$ cat src/rtl/regfile_ctx.sv
// Context save/restore engine: streams registers 1..2^REGBITS-1 of a 3-port
// register file out on a valid/ready save channel, or loads them from a restore channel.
module regfile_ctx #(
  parameter int WIDTH   = 16,
  parameter int REGBITS = 4
) (
  input  logic               clk,
  input  logic               reset_n,
  input  logic               save_req,
  input  logic               restore_req,
  output logic               busy,
  output logic               done,
  output logic [REGBITS-1:0] rf_ra,
  input  logic [WIDTH-1:0]   rf_rd,
  output logic               rf_we,
  output logic [REGBITS-1:0] rf_wa,
  output logic [WIDTH-1:0]   rf_wd,
  output logic [WIDTH-1:0]   dout,
  output logic               dout_valid,
  input  logic               dout_ready,
  input  logic [WIDTH-1:0]   din,
  input  logic               din_valid,
  output logic               din_ready,
  output logic [1:0]         dbg_state
);

  // Handshakes: a word moves on a rising edge where valid and ready are both
  // high; dout_valid / din_ready are held for the whole SAVE / RESTORE state.
  typedef enum logic [1:0] {IDLE, SAVE, RESTORE, DONE} state_t;

  localparam logic [REGBITS-1:0] ONE  = REGBITS'(1);
  localparam logic [REGBITS-1:0] LAST = '1;

  state_t             state, state_nx;
  logic [REGBITS-1:0] cnt, cnt_nx;

  always_ff @(posedge clk or negedge reset_n) begin
    if (!reset_n) begin
      state <= IDLE;
      cnt   <= ONE;
    end else begin
      state <= state_nx;
      cnt   <= cnt_nx;
    end
  end

  always_comb begin
    state_nx   = state;
    cnt_nx     = cnt;
    busy       = 1'b0;
    done       = 1'b0;
    rf_ra      = '0;
    rf_we      = 1'b0;
    rf_wa      = '0;
    rf_wd      = '0;
    dout       = '0;
    dout_valid = 1'b0;
    din_ready  = 1'b0;
    case (state)
      IDLE: begin
        cnt_nx = ONE;
        if (save_req)         state_nx = SAVE;
        else if (restore_req) state_nx = RESTORE;
      end
      SAVE: begin
        busy       = 1'b1;
        rf_ra      = cnt;
        dout       = rf_rd;
        dout_valid = 1'b1;
        if (dout_ready) begin
          if (cnt == LAST) state_nx = DONE;
          else             cnt_nx   = cnt + ONE;
        end
      end
      RESTORE: begin
        busy      = 1'b1;
        din_ready = 1'b1;
        rf_we     = din_valid;
        rf_wa     = cnt;
        rf_wd     = din;
        if (din_valid) begin
          if (cnt == LAST) state_nx = DONE;
          else             cnt_nx   = cnt + ONE;
        end
      end
      DONE: begin
        done     = 1'b1;
        cnt_nx   = ONE;
        state_nx = IDLE;
      end
      default: state_nx = IDLE;
    endcase
  end

  assign dbg_state = state;

endmodule

$ cat config.mk
export PLATFORM = sky130hd
export DESIGN_NAME = regfile_ctx
export DESIGN_NICKNAME = d
export VERILOG_FILES = /design/src/rtl/regfile_ctx.sv
export SDC_FILE = /design/constraint.sdc
export NUM_CORES = 1
export LEC_CHECK = 0
export CAP_MARGIN = 20
export CELL_PAD_IN_SITES_DETAIL_PLACEMENT = 1
export CELL_PAD_IN_SITES_GLOBAL_PLACEMENT = 1
export CORE_MARGIN = 2
export CORE_UTILIZATION = 16
export DETAILED_ROUTE_END_ITERATION = 12
export PLACE_DENSITY_LB_ADDON = 0.1
export SYNTH_ARGS = -nofsm -noshare
export SYNTH_HDL_FRONTEND = slang
export SYNTH_SLANG_ARGS = --single-unit
$ cat constraint.sdc
create_clock -name clk -period 2.42 [get_ports clk]
set_input_delay 0.484 -clock clk [delete_from_list [all_inputs] [get_ports clk]]
set_output_delay 0.484 -clock clk [all_outputs]
set_load 0.1 [all_outputs]
After elaboration in Yosys (flattened, before gate mapping)
Cells that the tools add are included.

Equal/unequal tests: 7. Multiplexer cells: 19. Reductions and logical operators: 5. Add/subtract/negate cells: 1.

Operators with widths (number): $mux W16 (2); $mux W4 (5); $pmux W4 S3 (1); $mux W2 (5); $pmux W2 S4 (1); $mux W1 (5); $add A4 B1 Y4 const B (1); $eq A2 B2 Y1 const B (2); $eq A4 B4 Y1 const B (1); $ne A2 B2 Y1 const B (2); $reduce_or A2 Y1 (2); $ne A3 B3 Y1 const B (1); $reduce_and A3 Y1 (1); $eq A2 B1 Y1 const B (1); $logic_not A2 Y1 (1); $reduce_and A2 Y1 (1).

Flip-flop bits (word level): 6. Output and inout port bits: 47. Logic and storage cells: 34.

Longest topological paths before layout
Word-level depth: 4. Mapped depth: 5. Depth with buffers taken out: 5.

Worst setup path before layout
Ideal clock, no wire load.

Path kind: register to output. From: reg state[0], in the netlist dbg_state[0]. To: out dout[0]. Cell stages (with the launch flop): 4. Arrival: 2.990 ns. Path buffers: 1. Data required time: 1.936 ns. Slack: -1.054 ns. Cell sequence: dfrtp_1 ha_1 clkbuf_1 and2_1.

Cells in the longest elaborated chain, start to end: 2.

RTL lines: start, declared (RTL line 34) `state_t state, state_nx;`; start signal, assigned (RTL line 42) `state <= state_nx;`; $eq A2 B1 Y1 (RTL line 59) `case (state)`; $mux W16 (RTL line 59); end, declared (RTL line 18) `output logic [WIDTH-1:0] dout,`.

No other way between the ends.

Worst setup path in the final report
From: reg state[0], in the netlist dbg_state[0]. To: out rf_wa[3].

Cells in the longest elaborated chain, start to end: 2.

RTL lines: $eq A2 B2 Y1 (RTL line 59); $mux W4 (RTL line 59); end, declared (RTL line 16) `output logic [REGBITS-1:0] rf_wa,`.

No other way between the ends.

==> results.md <==
- Vias in the first global route: 1080
- DRC: 0
- Kind of critical path: reg -> out
- Largest family of logic cells by synthesized area: simple AND/OR/NAND/NOR gates
- Max frequency: 0.443 GHz
- Cts hold-fix bufs: 0
- Root Buffer: clkbuf_8
- Adder-Cell Fraction of Synth Area: 10.6%
- Gpl congestion: 0.816
- HPWL Detailed: 2840 um
- DIE HEIGHT: 70.6 um
- Most common cell after layout, fill and taps aside: buf_12
- DR vias/cell: 4.40
- Post-route ant nets: 0
- DR vias: 1004
- ANT cells: 0
- Area of the multi-input gates: 611 sq um
- GRT overflow: 0
- Clock skew: 0.00424 ns
- CTS clk-pin slew, worst paths: 0.04 ns
- Mux cell area share after synthesis: 1.58%
- First-pass GRT wire length: 5270 um
- Final #Nets: 221
- Worst Path Max Fanout: 21
- Critical path's largest stage delay: 0.49 ns
- I/O Buffers: 84
- Hold Path Class: in -> async
- Setup repair bufs after CTS: 0
- Least-Margin Pin Slew: 0.489 ns
- Mapped Cells: 92
- GRT Total Usage: 13.2%
- IO Pins: 85
- Wirelength per Cell: 14.3 um
- Drt total wl: 3260 um
- TritonCTS buffer count: 3
- Initial Util: 16.4%
- Filler cells: 462
- Post-synthesis xor/xnor area fraction: 0%
- Core box area: 4320 sq um
- Element type at the critical path start: flip-flop
- Avg Inst Size Synth: 7.72 sq um
- Antenna violations before repair: 0
- Crit path DAT: 1.77 ns
- Rel. slew slack: 67.4%
- Htree depth: 1
- Skew-Pair Late Insertion Delay: 0.22 ns
- Crit-path slowest cell: ha_1
- Simple-gate share of the synthesized area: 49.3%
- CP bufs+invs: 2
- Initial DRT Pass Iterations: 3
- Req. time, crit path: 1.94 ns
- Worst r2r dst: cnt[3]
- Post-layout worst setup margin: 0.161 ns
- Iteration-0 DRC Markers: 19
- FF-to-FF Start: dbg_state[0]
- Unrepaired setup endpoints after global routing: false
- Area grow syn2layout: 204%
- Largest net degree at the start of global routing: 24
- Reg area: 154 sq um
- Cells along the critical path: inv_1, ha_1, and2_2, buf_12
- Seq/Total Area, Yosys: 21.3%
- Die Area: 4990 sq um
- Final Hold Viols: 0
- Synth Area in Compound Gates: 13.6%
- CP Depth: 4
- Outcome: finished, final reports clean
- Mapped Nets: 136
- Count of cell types in the netlist: 27
- # rows: 24
- Post_cts resized: 0
- Die width: 70.6 um
- #FFs+latches synth: 6
- CTS tree: built
- Synth warn: 0
- Place WS: 0.362 ns
- Layout cell share with drive strength beyond 1: 56.3%
- CTS Buffer Depth: 2
- Delay-heaviest family, CP: adder cells
- Tcrit/Tclk final: 93.3%
- R2R setup slack: 0.62 ns
- CTS Sinks: 6
- Synthesized cell area: 711 sq um
- Pins Over Slew Limit: 0
- R2r worst-path depth: 5
- Most frequent cells in the layout: buf_12, and2_2, clkdlybuf4s50_1
- Final setup fails: 0
- Critical Path End Type: primary output
- Fin util: 49.9%
- Max_cap viols: 0
- Fin crit period: 2.26 ns
## worst register-to-register path: stages, from the launching register on
cell	delay (ns)
dfrtp_2	0.42
inv_1	0.12
ha_4	0.35
inv_2	0.08
or4_1	0.51
o311ai_1	0.23
## state kept, by name (all words and copies together), names as in the netlist
| signal | cells |
|---|---|
| dbg_state | 2 |
| cnt | 4 |
## metal layers
layer,wire (um),vias up,global-route usage [%]
li1,-,478,-
met1,1260,462,15.1
met2,1670,60,24.0
met3,291,4,2.56
met4,45,0,5.66
met5,0,-,0
## cells by family (layout without fill, tap and decap cells)
logic type	Yosys count	in the layout
mux	1	1
simple gates	58	58
compound gates	14	14
buf+inv	7	91
flops	6	6
fa+ha+maj	6	6
## through the flow
step / TNS (ns) / std cells / hold slack (ns) / area [sq um]
4_1_cts: 0 / 228 / 0.504 / 2160
3_5_place_dp: 0 / 224 / 0.584 / 2110
5_1_grt: 0 / 228 / 0.516 / 2160
2_1_floorplan: -0.0685 / 92 / 0.188 / 791
6_report: 0 / 228 / 0.496 / 2160
3_3_place_gp: 0 / 224 / 0.564 / 2110
## area by class of cell
class	instances	share of cell area, %
clock buffers	4	2.09
inverters	3	0.521
multi-input cells	79	28.3
flip-flops and latches	6	7.13
well taps	52	3.01
repair buffers	84	59.0
## how the worst max path moves through the flow
stage / from / end / slack [ns]
2_1_floorplan: dbg_state[1] / dout[0] / -0.004
3_3_place_gp: dbg_state[0] / rf_wa[0] / 0.44
3_5_place_dp: dbg_state[0] / rf_wd[11] / 0.36
4_1_cts: dbg_state[0] / rf_wd[11] / 0.12
5_1_grt: dbg_state[0] / rf_wd[15] / 0.02
6_report: dbg_state[0] / rf_wa[3] / 0.16
## cell usage after synthesis
cell	count	area, sq um
a21oi_1	2	10.0
a311oi_1	1	8.76
a31oi_1	1	6.26
a32o_1	1	10.0
a32oi_1	1	8.76
and2_1	41	257
and3_1	1	6.26
clkbuf_1	4	15.0
dfrtp_1	5	125
dfstp_2	1	26.3
ha_1	6	75.1
inv_1	2	7.51
inv_2	1	3.75
mux2_2	1	11.3
nand2_1	3	11.3
nand2b_1	2	12.5
nand3_1	3	15.0
nand4_1	1	6.26
nor2_1	1	3.75
nor2b_1	2	12.5
nor3_1	2	10.0
o2111ai_1	1	8.76
o211ai_1	2	15.0
o21ai_0	4	20.0
o311ai_1	1	8.76
or3b_2	1	8.76
or4_1	1	7.51
Power is left out: the tool's default activity adds up to more than one toggle a clock period on the data nets, which glitch-free logic cannot reach.
